File: src/rtl/dp3_pkg.sv
// Shared definitions for the dp3 accumulator datapath and its control unit:
// opcodes, A-input select codes and the controller state encoding.
package dp3_pkg;

    localparam logic [2:0] OP_IN   = 3'b000;
    localparam logic [2:0] OP_LDM  = 3'b001;
    localparam logic [2:0] OP_ADD  = 3'b010;
    localparam logic [2:0] OP_SUB  = 3'b011;
    localparam logic [2:0] OP_JZ   = 3'b100;
    localparam logic [2:0] OP_JPOS = 3'b101;
    localparam logic [2:0] OP_JMP  = 3'b110;
    localparam logic [2:0] OP_HALT = 3'b111;

    localparam logic [1:0] ASEL_ALU  = 2'd0;
    localparam logic [1:0] ASEL_DP1  = 2'd1;
    localparam logic [1:0] ASEL_MEM  = 2'd2;
    localparam logic [1:0] ASEL_ZERO = 2'd3;

    typedef enum logic [2:0] {
        FETCH,
        DECODE,
        EXEC,
        WAIT_IN,
        HALT
    } state_t;

    function automatic logic [2:0] opcode_of(input logic [7:0] word);
        return word[7:5];
    endfunction

endpackage

File: src/rtl/dp3_ctrl_pc.sv
// Program counter for dp3_ctrl: increments once per fetched instruction and
// is overwritten by a branch target when a jump is taken.
module dp3_ctrl_pc #(
    parameter int PCW = 5
) (
    input  logic           clock,
    input  logic           reset,
    input  logic           inc,
    input  logic           load,
    input  logic [PCW-1:0] target,
    output logic [PCW-1:0] pc
);

    // NOTE: registers are assigned with <= so every flop samples pre-edge values.
    always_ff @(posedge clock or negedge reset) begin
        if (!reset) begin
            pc <= '0;
        end else if (load) begin
            pc <= target;
        end else if (inc) begin
            // Natural overflow wraps the last ROM address back to 0.
            pc <= pc + PCW'(1);
        end
    end

endmodule

File: src/rtl/dp3_ctrl.sv
// Instruction sequencer for the dp3 accumulator: fetches from a synchronous
// ROM, drives Aload/Sub/Asel, branches on Apos/Aeq0 and handshakes operand entry.
module dp3_ctrl
    import dp3_pkg::*;
#(
    parameter int PCW = 5
) (
    input  logic           clock,
    input  logic           reset,
    input  logic [7:0]     instr,
    input  logic           in_valid,
    input  logic           Apos,
    input  logic           Aeq0,
    output logic [PCW-1:0] pc,
    output logic           Aload,
    output logic           Sub,
    output logic [1:0]     Asel,
    output logic           in_ready,
    output logic           halted
);

    state_t     state;
    logic [7:0] ir;
    logic [2:0] op;
    logic       taken;
    logic       pc_inc;
    logic       pc_load;

    assign op = opcode_of(ir);

    always_ff @(posedge clock or negedge reset) begin
        if (!reset) begin
            state <= FETCH;
            ir    <= '0;
        end else begin
            case (state)
                FETCH:   state <= DECODE;
                DECODE: begin
                    ir    <= instr;
                    state <= EXEC;
                end
                EXEC: begin
                    case (op)
                        OP_IN:   state <= WAIT_IN;
                        OP_HALT: state <= HALT;
                        default: state <= FETCH;
                    endcase
                end
                WAIT_IN: if (in_valid) state <= FETCH;
                HALT:    state <= HALT;
                default: state <= FETCH;
            endcase
        end
    end

    always_comb begin
        // NOTE: every combinational output gets a default first so no latch is inferred.
        taken = 1'b0;
        case (op)
            OP_JZ:   taken = Aeq0;
            OP_JPOS: taken = Apos;
            OP_JMP:  taken = 1'b1;
            default: taken = 1'b0;
        endcase
    end

    assign pc_inc  = (state == DECODE);
    assign pc_load = (state == EXEC) && taken;

    dp3_ctrl_pc #(.PCW(PCW)) u_pc (
        .clock  (clock),
        .reset  (reset),
        .inc    (pc_inc),
        .load   (pc_load),
        .target (PCW'(ir[4:0])),
        .pc     (pc)
    );

    // Datapath controls are decoded from state and IR so that the operand
    // load in WAIT_IN happens in the same cycle the enter key is seen.
    always_comb begin
        Aload = 1'b0;
        Sub   = 1'b0;
        Asel  = ASEL_ALU;
        case (state)
            EXEC: begin
                case (op)
                    OP_LDM: begin
                        Aload = 1'b1;
                        Asel  = ASEL_MEM;
                    end
                    OP_ADD: Aload = 1'b1;
                    OP_SUB: begin
                        Aload = 1'b1;
                        Sub   = 1'b1;
                    end
                    default: Aload = 1'b0;
                endcase
            end
            WAIT_IN: begin
                if (in_valid) begin
                    Aload = 1'b1;
                    Asel  = ASEL_DP1;
                end
            end
            default: Aload = 1'b0;
        endcase
    end

    assign in_ready = (state == WAIT_IN);
    // halted is raised already in the EXEC cycle of HALT, one cycle before
    // the HALT state itself is entered.
    assign halted   = (state == HALT) || ((state == EXEC) && (op == OP_HALT));

endmodule

File: config.mk
export PLATFORM = sky130hd
export DESIGN_NAME = dp3_ctrl
export DESIGN_NICKNAME = d
export VERILOG_FILES = /design/src/rtl/dp3_pkg.sv /design/src/rtl/dp3_ctrl_pc.sv /design/src/rtl/dp3_ctrl.sv
export SDC_FILE = /design/constraint.sdc
export NUM_CORES = 1
export LEC_CHECK = 0
export CORE_AREA = 2 2 46 48
export CTS_BUF_LIST = sky130_fd_sc_hd__clkbuf_8 sky130_fd_sc_hd__clkbuf_16
export CTS_CLUSTER_SIZE = 12
export DETAILED_ROUTE_END_ITERATION = 16
export DIE_AREA = 0 0 48 50
export PLACE_DENSITY = 0.74
export SYNTH_ARGS = -nofsm -noshare
export SYNTH_HDL_FRONTEND = slang
export SYNTH_HIERARCHICAL = 1
export SYNTH_SLANG_ARGS = --single-unit
File: constraint.sdc
create_clock -name clock -period 1.9 [get_ports clock]
set_clock_uncertainty 0.05 [all_clocks]
set_input_delay 0.38 -clock clock [delete_from_list [all_inputs] [get_ports clock]]
set_output_delay 0.38 -clock clock [all_outputs]
set_load 0.1 [all_outputs]
==> metrics.cfg <==
[grt]
grt_most_used_layer=met2
grt_pass1_vias=704
grtUsageMet3=0.0366
grt_antenna_before_repair=0
grt.met2_usage=0.307
grt.overflow.total=0
grt_max_degree=17
globalRouteTotalUtil=0.173
global_route.usage.met1=0.193
grt_pass1_wl_um=2920

[floorplanning]
floorplan.initialDensity=0.434
placeableCoreArea_um2=1900
number_of_top_level_pins=24
rows=16
die-area_um2=2400
die-height_um=50
dieWidth_um=48

[yosys]
syn_nets=90
synth.cells.most_frequent=dfrtp_1 (16), nand2_1 (10), mux2_4 (8)
synth_top_flop_cell=dfrtp_1
synth_seq_cells=16
synth.area.top_cells=dfrtp_1 (49%), mux2_4 (15%), nand2_1 (4.6%)
synth_async_sr_flop_share=1.00
netlist_area_um2=825
synthesis.area_per_instance_um2=10.8
most_common_cell_in_the_synthesized_netlist=dfrtp_1
synth_cell_type_count=23
synth_warnings=6
synthCells=76
post-synth-top-area-fraction=0.486
synth-edff-count=0
yosys.area.top_type=dfrtp_1
synth.yosys.seq_area_share=0.486

[clock_network]
cts-htree-levels=1
tritoncts_clock_tree=yes
cts.sink_count=16
clock_insertion_delay_worst_skew_ns=0.24
cts-buffers-inserted=3
clockBufferDepth=2
worst_setup_hold_path_clk_slew_ns=0.06
clockRootBuffer=clkbuf_8

[sta]
setup_viol=0
slew_at_the_pin_closest_to_its_max_slew_limit_ns=0.340
rsz_0062_raised_after_global_routing=false
report.final.slew_viol_count=0
layout_worst_path_cycle_share=0.981
final.min_clock_period_ns=1.86
final_critical_path_setup_slack_ns=0.0367
timing_hold_violations_final=0
timing.fmax_ghz=0.537
holdWs_ns=0.402
timing.max_slew.rel_slack=0.771

[route]
drc_violation_count_after_routing=0
detail_route.wirelength_um=1750
pre_repair_dr_iteration_count=4
route.detailed.vias_per_inst=5.04
vias=665
drt_iter0_markers=7
wire_per_inst_um=13.3
antenna_violating_nets_post_route=0

[critical_path]
timing.critical_path.cells=nor2_1 -> o21ai_0 -> a21oi_4 -> buf_12
path_class=register to output port
worst_setup_path_end_kind=output port
worst_endpoint_required_time_ns=1.47
critical_path_arrival_ns=1.43
critical-path-max-stage-delay_ns=0.47
critPathLaunchType=register
critical_path_peak_fanout=7
timing.critical_path.slowest_stage_cell=dfrtp_1

[finish]
nNetsFinal=121
antenna_cells=0
layout-area-overhead-vs-synth_pct=60.4
final_layout_size_suffix_gt1_frac=0.362

[placement]
post-dp-hpwl_um=1280
detailedPlace.worstSlack_ns=0.120
last_weighted_congestion_value_of_the_routability_driven_placer=0.773
portBuffers=23

[run]
max_cap_violations=0

[min_path]
worst_hold_check_path_type=primary input to async pin

[outcome]
outcome=finished, final reports clean

## routing by layer
| layer | up-vias | routed length (µm) |
|---|---|---|
| met5 | - | 0 |
| met4 | 0 | 4 |
| met3 | 2 | 76 |
| met2 | 21 | 926 |
| met1 | 318 | 743 |
| li1 | 324 | - |
## critical path, delay by kind of cell (launching register included)
kind	cells	cell delay, ns
compound gates	2	0.36
buf+inv	1	0.19
simple gates	1	0.17
flops	1	0.47
## cell usage in the layout (no fill, tap or decap), types with 3 or more instances in the layout
master | synthesis | final
a21oi_1 | 6 | 4
buf_12 | 0 | 12
clkbuf_8 | 0 | 3
dfrtp_1 | 16 | 14
buf_4 | 0 | 5
o21ai_0 | 4 | 4
nand4_1 | 3 | 3
clkdlybuf4s50_1 | 0 | 12
nor2_1 | 5 | 5
mux2_4 | 8 | 8
nand2_1 | 10 | 10
## layout make-up
class | instances | area, µm²
Tap cell | 27 | 33.8
Multi-Input combinational cell | 57 | 447
Clock buffer | 3 | 41.3
Sequential cell | 16 | 403
Timing Repair Buffer | 29 | 398
Fill cell | 140 | 579
## repair_timing
item	CTS	global route
pin swaps	0	1
gates resized for setup	4	1
endpoints found under the setup margin	2	2
hold buffers	0	0
buffers inserted	0	1
## stage by stage
stage,utilization,instances,setup TNS (ns),area [µm²]
global placement,0.657,128,0,1250
detailed placement,0.657,128,0,1250
finish,0.695,132,0,1320
floorplan,-,76,-0.442,856
global route,0.695,132,0,1320
CTS,0.684,131,0,1300
## logic make-up after synthesis
logic type,count (synthesis),share of synthesized area
xor+xnor,4,0.0425
compound gates,12,0.0744
fa+ha+maj,1,0.0152
flops,16,0.486
simple gates,30,0.188
mux,10,0.171
buf+inv,3,0.0228
## registers in the layout, summed over array words and instances, names as in the netlist
register and cells:
ir 8, state 3, u_pc/pc 5
## worst paths after layout
kind                       slack (ns)  cells past startpoint            startpoint                     end
setup / recovery                 0.04                      4  state[0]$_DFFE_PN0P_                   Aload
hold / removal                   0.40                      2                 reset       ir[1]$_DFFE_PN0P_
setup reg to reg                 0.26                      6  state[1]$_DFFE_PN0P_  u_pc/pc[4]$_DFFE_PN0P_
hold reg to reg                  0.45                      2     ir[2]$_DFFE_PN0P_  u_pc/pc[2]$_DFFE_PN0P_
max in group asynchronous        1.20                      2                 reset    state[1]$_DFFE_PN0P_
min in group clock               0.45                      2     ir[2]$_DFFE_PN0P_  u_pc/pc[2]$_DFFE_PN0P_
Power is left out: the tool's default activity adds up to more than one toggle a clock period on the data nets, which glitch-free logic cannot reach.
